**config.mk**
```make
export PLATFORM = sky130hd
export DESIGN_NAME = cache_mem_arbiter_flat
export DESIGN_NICKNAME = d
export VERILOG_FILES = /design/src/rtl/cache_mem_arbiter_if.sv /design/src/rtl/cache_mem_arbiter.sv /design/src/flat_wrapper.sv
export SDC_FILE = /design/constraint.sdc
export NUM_CORES = 1
export LEC_CHECK = 0
export ABC_CLOCK_PERIOD_IN_PS = 1750
export BUFFER_PORTS_ARGS = -buffer_cell sky130_fd_sc_hd__buf_2
export CORE_MARGIN = 5
export CORE_UTILIZATION = 41
export DETAILED_ROUTE_END_ITERATION = 10
export GPL_ROUTABILITY_DRIVEN = 0
export HOLD_SLACK_MARGIN = 0.15
export PLACE_DENSITY = 0.79
export SLEW_MARGIN = 30
export SYNTH_ARGS = -nofsm -noshare
export SYNTH_HDL_FRONTEND = slang
export SYNTH_SLANG_ARGS = --single-unit
```
**constraint.sdc**
```tcl
create_clock -name clk -period 1.75 [get_ports clk]
set_input_delay 0.35 -clock clk [delete_from_list [all_inputs] [get_ports clk]]
set_output_delay 0.35 -clock clk [all_outputs]
set_load 0.02 [all_outputs]
```
**src/rtl/cache_mem_arbiter_if.sv**
```systemverilog
// Purpose : bundles the Icache, Dcache and memory-side signals of the cache/memory arbiter.
// Latency : none; wires only.
// Backpres: requests are level-held until the matching drdy pulse.
// Ports   : slave  = arbiter view (takes cache requests and mem_rdata, drives drdy/rdata and mem strobes)
//           master = requester/memory-model view (the mirror image of slave)
interface cache_mem_arbiter_if;
  // Icache side
  logic        i_mem_re;
  logic [15:0] i_addr;
  logic        i_drdy;
  logic [15:0] i_rdata;
  // Dcache side
  logic        d_mem_re;
  logic        d_mem_we;
  logic [15:0] d_addr;
  logic [15:0] d_wdata;
  logic        d_drdy;
  logic [15:0] d_rdata;
  // memory side
  logic        mem_re;
  logic        mem_we;
  logic [15:0] mem_addr;
  logic [15:0] mem_wdata;
  logic [15:0] mem_rdata;

  modport slave (
    input  i_mem_re, i_addr, d_mem_re, d_mem_we, d_addr, d_wdata, mem_rdata,
    output i_drdy, i_rdata, d_drdy, d_rdata, mem_re, mem_we, mem_addr, mem_wdata
  );

  modport master (
    output i_mem_re, i_addr, d_mem_re, d_mem_we, d_addr, d_wdata, mem_rdata,
    input  i_drdy, i_rdata, d_drdy, d_rdata, mem_re, mem_we, mem_addr, mem_wdata
  );
endinterface

```
**src/rtl/cache_mem_arbiter.sv**
```systemverilog
// Purpose : arbitrates Icache reads and Dcache reads/write-backs onto one fixed-latency memory port.
// Latency : request in cycle t (arbiter idle) -> drdy in cycle t+LATENCY; one idle cycle after every transaction.
// Backpres: requests stay high until drdy; a losing requester simply waits in IDLE for a later grant.
// Ports   : clk, rst_n (async, active-low); bus = cache_mem_arbiter_if.slave (see interface file).
// Params  : LATENCY (1..15) memory access time in cycles.
// Macro   : ARB_RR_EN defined -> round-robin between I and D; undefined -> Dcache has fixed priority.
module cache_mem_arbiter #(
  parameter int unsigned LATENCY = 4
) (
  input  logic                  clk,
  input  logic                  rst_n,
  cache_mem_arbiter_if.slave    bus
);

  typedef enum logic [1:0] {IDLE, I_RD, D_RD, D_WR} state_t;

  // Value of cnt in the last busy cycle, when drdy fires.
  localparam logic [3:0] CNT_LAST = 4'(LATENCY - 1);

  state_t      state, state_nxt;
  logic [3:0]  cnt, cnt_nxt;
  logic [15:0] addr_q, addr_nxt;
  logic [15:0] wdata_q, wdata_nxt;

  logic        i_req, d_req, grant_d;
  logic        done;
  logic        i_drdy, d_drdy, mem_re, mem_we;

  assign i_req = bus.i_mem_re;
  // A write-back request counts as a Dcache request even if d_mem_re is also high.
  assign d_req = bus.d_mem_re | bus.d_mem_we;
  assign done  = (cnt == CNT_LAST);

`ifdef ARB_RR_EN
  // last_d: 1 when the most recent grant went to the Dcache; resets as "Icache last".
  logic last_d, last_d_nxt;

  // On a tie the side that was not granted last wins.
  assign grant_d = d_req & (~i_req | ~last_d);

  always_ff @(posedge clk or negedge rst_n) begin
    if (!rst_n) last_d <= 1'b0;
    else        last_d <= last_d_nxt;
  end

  always_comb begin
    last_d_nxt = last_d;
    if (state == IDLE && (d_req || i_req)) last_d_nxt = grant_d;
  end
`else
  assign grant_d = d_req;
`endif

  always_ff @(posedge clk or negedge rst_n) begin
    if (!rst_n) begin
      state   <= IDLE;
      cnt     <= 4'd0;
      addr_q  <= 16'd0;
      wdata_q <= 16'd0;
    end else begin
      state   <= state_nxt;
      cnt     <= cnt_nxt;
      addr_q  <= addr_nxt;
      wdata_q <= wdata_nxt;
    end
  end

  always_comb begin
    state_nxt = state;
    cnt_nxt   = cnt;
    addr_nxt  = addr_q;
    wdata_nxt = wdata_q;
    i_drdy    = 1'b0;
    d_drdy    = 1'b0;
    mem_re    = 1'b0;
    mem_we    = 1'b0;

    case (state)
      IDLE: begin
        cnt_nxt = 4'd0;
        if (grant_d) begin
          state_nxt = bus.d_mem_we ? D_WR : D_RD;
          addr_nxt  = bus.d_addr;
          wdata_nxt = bus.d_wdata;
        end else if (i_req) begin
          state_nxt = I_RD;
          addr_nxt  = bus.i_addr;
          wdata_nxt = 16'd0;
        end
      end
      I_RD: begin
        mem_re = 1'b1;
        i_drdy = done;
      end
      D_RD: begin
        mem_re = 1'b1;
        d_drdy = done;
      end
      D_WR: begin
        mem_we = 1'b1;
        d_drdy = done;
      end
      default: state_nxt = IDLE;
    endcase

    // Busy states count up; the drdy cycle always returns to IDLE, so a
    // still-held request has to win arbitration again from scratch.
    if (state != IDLE) begin
      if (done) begin
        state_nxt = IDLE;
        cnt_nxt   = 4'd0;
      end else begin
        cnt_nxt = cnt + 4'd1;
      end
    end
  end

  assign bus.i_drdy    = i_drdy;
  assign bus.d_drdy    = d_drdy;
  assign bus.mem_re    = mem_re;
  assign bus.mem_we    = mem_we;
  assign bus.mem_addr  = addr_q;
  assign bus.mem_wdata = wdata_q;
  // Read data is a straight pass-through; consumers qualify it with their drdy.
  assign bus.i_rdata   = bus.mem_rdata;
  assign bus.d_rdata   = bus.mem_rdata;

endmodule
```
**src/flat_wrapper.sv**
```systemverilog
// flat-port wrapper written by rule: the top's interface ports become plain ports
module cache_mem_arbiter_flat 
#(
  parameter int unsigned LATENCY = 4
)
  (clk, rst_n, bus_i_mem_re, bus_i_addr, bus_d_mem_re, bus_d_mem_we, bus_d_addr, bus_d_wdata, bus_mem_rdata, bus_i_drdy, bus_i_rdata, bus_d_drdy, bus_d_rdata, bus_mem_re, bus_mem_we, bus_mem_addr, bus_mem_wdata);
  cache_mem_arbiter_if bus_i ();
  input  logic clk;
  input  logic rst_n;
  input wire logic [$bits(bus_i.i_mem_re)-1:0] bus_i_mem_re;
  input wire logic [$bits(bus_i.i_addr)-1:0] bus_i_addr;
  input wire logic [$bits(bus_i.d_mem_re)-1:0] bus_d_mem_re;
  input wire logic [$bits(bus_i.d_mem_we)-1:0] bus_d_mem_we;
  input wire logic [$bits(bus_i.d_addr)-1:0] bus_d_addr;
  input wire logic [$bits(bus_i.d_wdata)-1:0] bus_d_wdata;
  input wire logic [$bits(bus_i.mem_rdata)-1:0] bus_mem_rdata;
  output wire logic [$bits(bus_i.i_drdy)-1:0] bus_i_drdy;
  output wire logic [$bits(bus_i.i_rdata)-1:0] bus_i_rdata;
  output wire logic [$bits(bus_i.d_drdy)-1:0] bus_d_drdy;
  output wire logic [$bits(bus_i.d_rdata)-1:0] bus_d_rdata;
  output wire logic [$bits(bus_i.mem_re)-1:0] bus_mem_re;
  output wire logic [$bits(bus_i.mem_we)-1:0] bus_mem_we;
  output wire logic [$bits(bus_i.mem_addr)-1:0] bus_mem_addr;
  output wire logic [$bits(bus_i.mem_wdata)-1:0] bus_mem_wdata;
  assign bus_i.i_mem_re = bus_i_mem_re;
  assign bus_i.i_addr = bus_i_addr;
  assign bus_i.d_mem_re = bus_d_mem_re;
  assign bus_i.d_mem_we = bus_d_mem_we;
  assign bus_i.d_addr = bus_d_addr;
  assign bus_i.d_wdata = bus_d_wdata;
  assign bus_i.mem_rdata = bus_mem_rdata;
  assign bus_i_drdy = bus_i.i_drdy;
  assign bus_i_rdata = bus_i.i_rdata;
  assign bus_d_drdy = bus_i.d_drdy;
  assign bus_d_rdata = bus_i.d_rdata;
  assign bus_mem_re = bus_i.mem_re;
  assign bus_mem_we = bus_i.mem_we;
  assign bus_mem_addr = bus_i.mem_addr;
  assign bus_mem_wdata = bus_i.mem_wdata;
  cache_mem_arbiter #(.LATENCY(LATENCY)) u_core (.clk(clk), .rst_n(rst_n), .bus(bus_i));
endmodule
```
==> tab_implementation.tex <==
\begin{tabular}{lr}
\hline
Metric & Value \\
\hline
\multicolumn{2}{l}{\textbf{Run status}} \\
\quad Status & finished with violations \\
\quad Violations in the final reports & negative setup slack \\
\multicolumn{2}{l}{\textbf{Synthesis}} \\
\quad Post-Syn Nets & around 250 \\
\quad Cell types with the largest area share after synthesis & dfrtp\_1, buf\_4, mux2i\_1 \\
\quad Total number of yosys warnings & 0 \\
\quad Most frequent cells after synthesis & dfrtp\_1, buf\_4, nand2\_1 \\
\quad Mux cell area share after synthesis & about 9.0\% \\
\quad Prevailing post-synth register cell & dfrtp\_1 \\
\quad Largest family of logic cells by synthesized area & buffers and inverters \\
\quad Share of the synthesized area in compound gates (AO/OA/AOI/OAI) & between 10\% and 20\% \\
\quad EDFF count, synth & 0 \\
\quad Synthesized netlist cell count & approximately 170 \\
\quad Basic-gate share of the synthesized area counting and, or, nand and nor cells & 7.702\% \\
\quad Distinct cell type count of the synthesized netlist & 26 \\
\quad Async S/R FF share, synth & 100.0\% \\
\quad Flip-flop and latch count after synthesis & 38 \\
\quad Post-synthesis adder-cell area fraction & 3.292\% \\
\quad Fraction of the yosys area taken by sequential cells & between 50\% and 60\% \\
\quad Share of Yosys cell area claimed by the top area cell type & between 50 and 60\% \\
\quad Mean instance size in the synthesized netlist & between 10 and 15 sq um \\
\quad Area share of xor/xnor cells in the synthesized design & less than 1\% \\
\quad Most common cell in the synthesized netlist & dfrtp\_1 \\
\quad Combined area of all synthesized cells & 0.001901 sq mm \\
\quad Library cell occupying the most area in the post-synthesis netlist & dfrtp\_1 \\
\multicolumn{2}{l}{\textbf{Routing}} \\
\quad Wire length on met2 & just over 2 mm \\
\quad Antenna Violating Nets Remaining & 0 \\
\quad Post-detailed-route DRC marker count & 0 \\
\quad Top routing layer in use & met4 \\
\quad Routed WL & about 4.0 mm \\
\quad Routed met1 length & about 1.5 mm \\
\quad Detailed-routing iteration count for the pre-antenna-repair pass & 4 \\
\quad Wire per inst & approximately 14 um \\
\quad Vias/cell & between 4 and 5 \\
\quad Routed wl met3 & between 300 and 400 um \\
\quad Count of vias placed by the detailed router & between 1000 and 1500 \\
\quad DRC marker count from the first detailed-route iteration & 26 \\
\multicolumn{2}{l}{\textbf{Floorplan}} \\
\quad Core area & around 0.0044 sq mm \\
\quad Starting density of the core & a little over two fifths \\
\quad Floorplan die height & between 70 and 80 um \\
\quad Die width & about 78 um \\
\quad Die Area & approximately 0.0061 sq mm \\
\quad IO Pins & 137 \\
\quad Site row count & 24 \\
\multicolumn{2}{l}{\textbf{STA}} \\
\quad Number of pins with negative max-slew slack in the final report & 0 \\
\quad FMAX & 552.3 MHz \\
\quad Crit share post-route & 103.5\% \\
\quad Slack of the critical path & -60.65 ps \\
\quad Final hold violation count & 0 \\
\quad Shortest clock period the worst path allows after layout & about 1800 ps \\
\quad Number of setup violations in the final report & 1 \\
\quad Slew of the pin with the lowest slew margin & approximately 440 ps \\
\quad Setup repair after global routing missed its margin & true \\
\quad Clock tree skew after final layout & around 4.3 ps \\
\quad Worst slew margin relative to its limit & between 70\% and 80\% \\
\multicolumn{2}{l}{\textbf{Critical path}} \\
\quad Arrival time of data at the critical path endpoint & 1460 ps \\
\quad End of the worst register-to-register path & u\_core.bus.mem\_wdata[15]\$\_DFFE\_PN0P\_ \\
\quad Reg2Reg Setup Slack & roughly 260 ps \\
\quad Worst R2R Start & u\_core.state[0]\$\_DFF\_PN0\_ \\
\quad Register-to-Register Path Depth & 5 \\
\quad Category of the worst setup path launch point & flip-flop \\
\quad Maximum fanout along the worst path & 3 \\
\quad Capturing element type of the critical path & output port \\
\quad Required time of the critical path & between 1000 and 1500 ps \\
\quad Slowest cell on the critical path & or3b\_4 \\
\quad Critical path, cell by cell & ha\_2 -> or3b\_4 -> nor2\_1 -> buf\_4 \\
\quad Classification of the worst setup path & reg -> out \\
\quad Maximum cell stage delay along the critical path & approximately 380 ps \\
\multicolumn{2}{l}{\textbf{Finish}} \\
\quad Layout Nets & a little over 300 \\
\quad Area delta synth->final & 22.45\% \\
\quad Total area of multi-input combinational cells & between 600 and 700 sq um \\
\quad Share of final-layout standard cells stronger than drive strength 1 & a little under half \\
\quad N\_diodes & 0 \\
\quad Storage element area & $\sim$950 sq um \\
\quad FILL cells & about 400 \\
\quad Core Util, Final & about 53\% \\
\multicolumn{2}{l}{\textbf{Clock tree}} \\
\quad TritonCTS Sinks & 38 \\
\quad Worst-Skew Late Latency & about 280 ps \\
\quad TritonCTS buffer count & 5 \\
\quad Number of buffers on the longest clock path & 2 \\
\quad Clock-pin slew on the worst setup and hold paths & 70 ps \\
\quad Buffer type at the clock tree root & clkbuf\_8 \\
\quad CTS tree & done \\
\quad H-tree depth reported by CTS & 2 \\
\multicolumn{2}{l}{\textbf{Global routing}} \\
\quad Initial antenna violation count & 0 \\
\quad Global-route wire length before repair & 6.589 mm \\
\quad Vias in the first global route & 1426 \\
\quad Maximum number of pins on one net before global-route repair & 25 \\
\quad Gr usage total & 13.30\% \\
\quad Overflow left after global routing & 0 \\
\multicolumn{2}{l}{\textbf{Placed design}} \\
\quad DPL Wire Length & just over 3 mm \\
\quad Port bufs & 88 \\
\quad Setup WS pre-CTS & about 88 ps \\
\multicolumn{2}{l}{\textbf{Pwr}} \\
\quad Power density of the placed cells & approximately 1700 mW/mm\^{}2 \\
\quad Total leakage power & about 1.2 nW \\
\quad Final Total Pwr & about 0.0041 W \\
\quad Largest vdd supply drop & 0.0006556 V \\
\multicolumn{2}{l}{\textbf{Hold path}} \\
\quad Worst Hold Path Cells & 2 \\
\quad Worst Hold Launch & bus\_d\_wdata[8] \\
\quad Min-Delay Endpoint & u\_core.bus.mem\_wdata[8]\$\_DFFE\_PN0P\_ \\
\quad Type of the tightest min-delay check & in -> reg \\
\multicolumn{2}{l}{\textbf{Run}} \\
\quad Maximum capacitance violations & 0 \\
\hline
\end{tabular}
repair_timing:
| action | in CTS | in global routing |
|---|---|---|
| endpoints found under the hold margin | 18 | 0 |
| hold buffers | 1 | 0 |
| endpoints found under the setup margin | 2 | 2 |
| resized for setup | 4 | 0 |
| setup buffers | 2 | 1 |
| pin swaps | 2 | 1 |
flip-flops by register name, indices dropped and copies added, names as in the netlist:
name and count:
u_core.bus.mem_addr 16, u_core.cnt 4, u_core.state 2, u_core.bus.mem_wdata 16
layer usage:
metal,up-vias,GRT usage (%)
met5,-,0
met4,0,5.743
met3,11,4.691
met2,55,22.93
met1,633,14.74
li1,682,-
worst max-delay path by stage:
stage | slack, ps | end | startpoint
after detailed placement | 90 | bus_d_drdy | u_core.cnt[0]$_DFF_PN0_
after global placement | 120 | bus_d_drdy | u_core.cnt[0]$_DFF_PN0_
final | -60 | bus_d_drdy | u_core.cnt[0]$_DFF_PN0_
after global routing | -110 | bus_d_drdy | u_core.cnt[0]$_DFF_PN0_
after floorplan | 100 | bus_d_drdy | u_core.cnt[0]$_DFF_PN0_
after CTS | -60 | bus_d_drdy | u_core.cnt[0]$_DFF_PN0_
worst max-delay path, delay by kind of cell (launching register included):
| kind | cells | cell delay, ps |
|---|---|---|
| AND/OR/NAND/NOR | 2 | 470 |
| adder cells (fa/ha/maj) | 1 | 190 |
| flip-flops | 1 | 370 |
| buffers and inverters | 1 | 150 |
report_power, final:
part | total (W) | leakage, nW | switching, W | internal [W]
registers | 0.00148 | 0.476 | 0.000203 | 0.00128
logic | 0.00197 | 0.720 | 0.00118 | 0.000791
clock network | 0.000597 | 0.0482 | 0.000279 | 0.000317
cell families (layout without fill, tap and decap cells):
kind of cell | after synthesis | count (layout)
buffers and inverters | 43 | 108
AOI/OAI and AO/OA | 37 | 37
xor gates and xnor gates | 1 | 1
muxes | 17 | 17
and+or+nand+nor | 32 | 32
DFF | 38 | 38
adders and majority gates | 5 | 5
cells in the final DEF (no fill, tap or decap), types with 2 or more instances in the layout:
cell / instances
nand2_1: 18
mux2i_1: 16
o21ai_1: 7
o21ai_0: 10
ha_1: 4
dfrtp_1: 38
inv_1: 2
nor2b_1: 2
buf_2: 87
buf_4: 8
clkbuf_8: 6
nor2_1: 6
a22o_1: 16
buf_12: 2
final cells by class:
| class | instances | share of cell area [%] |
|---|---|---|
| clock buffer | 7 | 3.710 |
| sequential | 38 | 40.86 |
| clock inverter | 1 | 0.2151 |
| inverter | 2 | 0.3226 |
| multi-input combinational | 92 | 28.66 |
| timing repair buffer | 98 | 23.44 |
| tap | 52 | 2.796 |
through the flow:
step / cell area [sq um] / setup TNS, ps / std cells / hold slack, ps
floorplan: 1901 / 0 / 173 / 54.41
CTS: 2320 / -63.67 / 289 / 274.3
detailed placement: 2191 / 0 / 278 / 322.1
global placement: 2191 / 0 / 278 / 313.5
global route: 2327 / -187.6 / 290 / 276.3
finish: 2327 / -60.65 / 290 / 287.6
No activity file was read; power rests on OpenSTA's default activity.
